## src/rtl/cas_lock_pkg.sv

```systemverilog
// Shared definitions for the key loader: key/check widths and loader FSM states.
package cas_lock_pkg;

    localparam int KEY_W = 64;
    localparam int CHK_W = KEY_W / 8;

    typedef enum logic [1:0] {
        IDLE,
        SHIFT_KEY,
        SHIFT_CHK,
        COMMIT
    } load_state_t;

endpackage

```

## src/rtl/cas_key_chk.sv

```systemverilog
// Byte-parity generator: parity[j] is the XOR of bits 8j..8j+7 of the shadow key.
module cas_key_chk #(
    parameter int KEY_W = 64,
    parameter int CHK_W = 8
) (
    input  logic [KEY_W-1:0] shadow,
    output logic [CHK_W-1:0] parity
);

    for (genvar j = 0; j < CHK_W; j++) begin : g_byte
        assign parity[j] = ^shadow[8*j +: 8];
    end

endmodule

```

## src/rtl/cas_key_loader.sv

```systemverilog
// Serial key loader: shifts a key frame into a shadow register, checks byte parity,
// and only then commits the key to the registered keyinput bus.
module cas_key_loader #(
    parameter int KEY_W = cas_lock_pkg::KEY_W,
    parameter int CHK_W = cas_lock_pkg::CHK_W
) (
    input  logic             clk,
    input  logic             rst,
    input  logic             zeroize,
    input  logic             load_start,
    input  logic             key_sdi,
    input  logic             key_sdi_valid,
    output logic [KEY_W-1:0] keyinput,
    output logic             key_valid,
    output logic             load_busy,
    output logic             load_done,
    output logic             load_err
);

    import cas_lock_pkg::*;

    localparam int CNT_W  = $clog2(KEY_W);
    localparam int CIDX_W = (CHK_W > 1) ? $clog2(CHK_W) : 1;
    localparam logic [CNT_W-1:0] KEY_LAST = CNT_W'(KEY_W - 1);
    localparam logic [CNT_W-1:0] CHK_LAST = CNT_W'(CHK_W - 1);

    load_state_t       state;
    logic [KEY_W-1:0]  shadow;
    logic [CNT_W-1:0]  count;
    logic              err_flag;
    logic [CHK_W-1:0]  parity;
    logic [CIDX_W-1:0] chk_idx;

    assign chk_idx = count[CIDX_W-1:0];

    cas_key_chk #(
        .KEY_W (KEY_W),
        .CHK_W (CHK_W)
    ) u_chk (
        .shadow (shadow),
        .parity (parity)
    );

    always_ff @(posedge clk) begin
        if (rst) begin
            state     <= IDLE;
            keyinput  <= '0;
            shadow    <= '0;
            count     <= '0;
            err_flag  <= 1'b0;
            key_valid <= 1'b0;
            load_busy <= 1'b0;
            load_done <= 1'b0;
            load_err  <= 1'b0;
        end else begin
            load_done <= 1'b0;
            load_err  <= 1'b0;
            if (zeroize) begin
                state     <= IDLE;
                keyinput  <= '0;
                key_valid <= 1'b0;
                load_busy <= 1'b0;
                shadow    <= '0;
                count     <= '0;
                err_flag  <= 1'b0;
            end else begin
                unique case (state)
                    IDLE: begin
                        if (load_start) begin
                            state     <= SHIFT_KEY;
                            shadow    <= '0;
                            count     <= '0;
                            err_flag  <= 1'b0;
                            load_busy <= 1'b1;
                        end
                    end
                    SHIFT_KEY, SHIFT_CHK: begin
                        // A restart discards any bit presented in the same cycle.
                        if (load_start) begin
                            state     <= SHIFT_KEY;
                            shadow    <= '0;
                            count     <= '0;
                            err_flag  <= 1'b0;
                            load_busy <= 1'b1;
                        end else if (key_sdi_valid) begin
                            if (state == SHIFT_KEY) begin
                                shadow[count] <= key_sdi;
                                if (count == KEY_LAST) begin
                                    count <= '0;
                                    state <= SHIFT_CHK;
                                end else begin
                                    count <= count + 1'b1;
                                end
                            end else begin
                                if (key_sdi != parity[chk_idx]) begin
                                    err_flag <= 1'b1;
                                end
                                if (count == CHK_LAST) begin
                                    count     <= '0;
                                    state     <= COMMIT;
                                    load_busy <= 1'b0;
                                end else begin
                                    count <= count + 1'b1;
                                end
                            end
                        end
                    end
                    COMMIT: begin
                        if (err_flag) begin
                            load_err <= 1'b1;
                        end else begin
                            keyinput  <= shadow;
                            key_valid <= 1'b1;
                            load_done <= 1'b1;
                        end
                        err_flag <= 1'b0;
                        if (load_start) begin
                            state     <= SHIFT_KEY;
                            shadow    <= '0;
                            count     <= '0;
                            load_busy <= 1'b1;
                        end else begin
                            state <= IDLE;
                        end
                    end
                    default: state <= IDLE;
                endcase
            end
        end
    end

endmodule

```

## config.mk

```make
export PLATFORM = sky130hd
export DESIGN_NAME = cas_key_loader
export DESIGN_NICKNAME = d
export VERILOG_FILES = /design/src/rtl/cas_lock_pkg.sv /design/src/rtl/cas_key_chk.sv /design/src/rtl/cas_key_loader.sv
export SDC_FILE = /design/constraint.sdc
export NUM_CORES = 1
export LEC_CHECK = 0
export ABC_AREA = 1
export CAP_MARGIN = 0
export CORE_MARGIN = 2
export CORE_UTILIZATION = 45
export CTS_BUF_LIST = sky130_fd_sc_hd__clkbuf_8
export DETAILED_ROUTE_END_ITERATION = 10
export HOLD_SLACK_MARGIN = 0.15
export PLACE_DENSITY = 0.68
export SKIP_LAST_GASP = 1
export SYNTH_ARGS = -nofsm -noshare
export SYNTH_HDL_FRONTEND = slang
export SYNTH_SLANG_ARGS = --single-unit
```

## constraint.sdc

```tcl
create_clock -name clk -period 1.8 [get_ports clk]
set_clock_uncertainty 0.1 [all_clocks]
set_input_delay 0.27 -clock clk [delete_from_list [all_inputs] [get_ports clk]]
set_output_delay 0.27 -clock clk [all_outputs]
set_load 0.02 [all_outputs]
```

==> metrics.txt <==
routed wire length 19390 microns; clock root buffer sky130_fd_sc_hd__clkbuf_8; antenna violation net count after detailed routing 0; critical path peak fanout 5; final total power 6.437 mW; final hold slack 0.3721 ns; Reg2Reg Capture Point shadow[4]$_SDFFE_PP0P_; most prevalent standard cell on the critical path sky130_fd_sc_hd__nor2_4; power per cell area between 700 and 800 nW/um^2; Critical Path Start Type flop; R2R Setup Slk -0.11 ns; Seq/Total Area, Yosys 0.4122; worst setup path class flop to flop; total number of H-tree levels 4; Placeable Area approximately 15000 sq um; initial antenna violation count 0; final count of negative-setup-slack endpoints 48; ratio of final minimum period to clock period 1.062; Initial Util 0.4555; end point of the worst hold path shadow[11]$_SDFFE_PP0P_; Arrival @ worst endpoint between 2 and 2.5 ns; via count of the first global-routing pass 6121; largest net degree at the start of global routing 80; cell taking the most area after synthesis sky130_fd_sc_hd__dfxtp_1; mean instance size in the synthesized netlist 6.694 sq um; Post-CTS Hold Buffers 0; worst hold path stage count 2; reg2reg start state[1]$_SDFFE_PP0P_; post-synthesis net count 1034; top cells by area, synth sky130_fd_sc_hd__dfxtp_1, sky130_fd_sc_hd__nand2_1, sky130_fd_sc_hd__o21ai_0, sky130_fd_sc_hd__a21oi_1, sky130_fd_sc_hd__inv_1; filler cell count in the final layout ~1300; die height 127.4 microns; all-layer global routing usage 0.2287; most frequent standard cell in the layout excluding fill and tap cells sky130_fd_sc_hd__nand2_1; final HPWL from detailed placement between 10000 and 15000 microns; start point of the worst hold path shadow[11]$_SDFFE_PP0P_; Final Max Slew Viols 0; number of vias in the routed layout approximately 7000; source-to-sink clock delay at the later pin of the worst-skew pair 0.46 ns; fraction of final layout cells sized beyond drive strength 1 0.1402; time the final worst path needs with I/O delays and setup 1.912 ns; number of antenna repair diodes 0; horizontal die dimension 127.4 microns; Final Worst Setup Slack -0.1118 ns; routability congestion estimate from global placement 0.8600; Num Clock Sinks 141; Remaining Overflow, GRT 0; cell count after synthesis 1023; maximum vdd ir drop 0.0003963 V; count of different cell masters after synthesis 29; Worst path max stage delay 0.34 ns; violations in the final reports setup timing; router iterations before antenna repair 6; worst-case headroom to the max-slew limit 0.8050; mapped cell area 6848 sq um; TritonCTS clock tree yes; wire length of the first global-routing pass 29870 microns; site row count 45; cell type of the slowest stage on the worst timing path sky130_fd_sc_hd__dfxtp_2; number of synthesized register bits 141; total CTS buffers 17; mean routed wirelength per cell 14.28 microns; # DRC 0; total leakage power 4.436 nW; max cap viols 0; number of buffers and inverters on the critical path 3; critical-path cell list inv_2, ha_4, nand2_4, nor2_4, inv_4, nor2_4, clkbuf_16, a22oi_1, a311oi_1; path class of the lowest-slack min-delay path flop to flop; Clk pin slew, worst setup/hold paths 0.09 ns; Die Area 16220 sq um; commonest cells after routing, fill and taps aside sky130_fd_sc_hd__nand2_1, sky130_fd_sc_hd__dfxtp_1, sky130_fd_sc_hd__a21oi_1, sky130_fd_sc_hd__inv_1, sky130_fd_sc_hd__o21ai_0; gate family responsible for the most delay along the worst path simple AND/OR/NAND/NOR gates; Layout area overhead 32.38%; Synth Warn # 0; outcome complete, but fails checks; share of the synthesized area in the top cell type 0.4122; transition time at the pin with the least slew margin 0.2888 ns; Register Area 2835 sq um; placed cell count 1301; area used by multi-input combinational logic 3537 sq um; Vias per Instance 5.164; kind of end point of the critical path flop; final hold viol count 0; fmax ~520 MHz; RSZ-0062 raised after global routing true; detailed router's first-iteration violation count 543; number of cell instances on the worst register-to-register path 9; nets 1168; number of placed I/O pins 74; fin cells 1358; maximum clock insertion buffer count 2; worst path required time around 2.1 ns; number of input and output port buffers inserted 73; post-placement worst setup slack -0.2309 ns
==> how the worst max path moves through the flow <==
stage	to	cells past startpoint	slack [ns]	from
after floorplan	shadow[58]$_SDFFE_PP0P_	11	0.005	state[1]$_SDFFE_PP0P_
after global placement	shadow[61]$_SDFFE_PP0P_	8	-0.17	key_sdi_valid
after detailed placement	shadow[61]$_SDFFE_PP0P_	8	-0.23	key_sdi_valid
after CTS	shadow[26]$_SDFFE_PP0P_	9	-0.02	state[1]$_SDFFE_PP0P_
after global routing	shadow[4]$_SDFFE_PP0P_	9	-0.17	state[1]$_SDFFE_PP0P_
final	shadow[4]$_SDFFE_PP0P_	9	-0.11	state[1]$_SDFFE_PP0P_
==> power by group <==
part / leakage (nW) / internal [mW] / switching (mW)
clock network: 0.224 / 1.59 / 1.31
registers: 1.14 / 3.13 / 0.00697
logic: 3.07 / 0.160 / 0.238
==> cell usage after synthesis <==
cell type / instances
sky130_fd_sc_hd__nand2_1: 329
sky130_fd_sc_hd__nor2_1: 84
sky130_fd_sc_hd__clkinv_1: 2
sky130_fd_sc_hd__nand3_2: 1
sky130_fd_sc_hd__nor4_1: 2
sky130_fd_sc_hd__nand3_1: 22
sky130_fd_sc_hd__a311oi_1: 22
sky130_fd_sc_hd__a31oi_1: 2
sky130_fd_sc_hd__buf_4: 4
sky130_fd_sc_hd__buf_2: 1
sky130_fd_sc_hd__o211ai_1: 2
sky130_fd_sc_hd__buf_6: 3
sky130_fd_sc_hd__a21oi_1: 107
sky130_fd_sc_hd__xnor2_1: 3
sky130_fd_sc_hd__nand4_1: 1
sky130_fd_sc_hd__nor3_1: 4
sky130_fd_sc_hd__inv_2: 4
sky130_fd_sc_hd__inv_1: 98
sky130_fd_sc_hd__xor2_1: 2
sky130_fd_sc_hd__o311ai_0: 1
sky130_fd_sc_hd__o21ai_0: 109
sky130_fd_sc_hd__ha_1: 5
sky130_fd_sc_hd__a22oi_1: 22
sky130_fd_sc_hd__dfxtp_1: 141
sky130_fd_sc_hd__o31ai_1: 1
sky130_fd_sc_hd__nor2_4: 8
sky130_fd_sc_hd__a211oi_1: 3
sky130_fd_sc_hd__nor2_2: 2
sky130_fd_sc_hd__clkbuf_1: 38
==> repair_timing <==
item,in CTS,in global routing
setup buffers,7,13
setup endpoints to repair,79,115
gates cloned,1,4
gates resized for setup,26,83
pin swaps,5,9
==> registers in the layout, indices dropped and copies added, names as in the netlist <==
name       cells
count          6
load_err       1
load_busy      1
shadow        64
state          2
err_flag       1
key_valid      1
keyinput      64
load_done      1
==> tightest hold or removal path: stages (launching register included) <==
cell and delay [ns]:
sky130_fd_sc_hd__dfxtp_2 0.33, sky130_fd_sc_hd__nand2_1 0.06, sky130_fd_sc_hd__a21oi_1 0.05
==> cells by family after synthesis <==
group | after synthesis | share of synthesized area
and+or+nand+nor | 453 | 0.2646
adders and majority gates | 5 | 0.009136
xor gates and xnor gates | 5 | 0.006396
AOI/OAI and AO/OA | 269 | 0.2198
DFF | 141 | 0.4122
buffers and inverters | 150 | 0.08788
==> per-stage QoR <==
stage	TNS, ns	utilization	cell area, sq um
after floorplan	0	-	6868
after global placement	-6.821	0.5442	8182
after detailed placement	-9.071	0.5442	8182
after CTS	-0.02360	0.5778	8686
after global routing	-6.152	0.6030	9065
final	-1.355	0.6030	9065
==> layout make-up <==
type	instances	area share
multi-input cells	732	0.3902
clock buffers	19	0.02885
repair buffers	160	0.1772
clock inverters	13	0.02070
well taps	188	0.02595
inverters	104	0.04362
flip-flops and latches	141	0.3128
repair inverters	1	0.0006901
==> routing by layer <==
layer	GRT usage	routed length, microns	up-vias
li1	-	-	3608
met1	0.3241	9266	3181
met2	0.3419	8702	195
met3	0.04858	1020	29
met4	0.08727	397	0
met5	0	0	-
(Power assumes the default switching activity.)
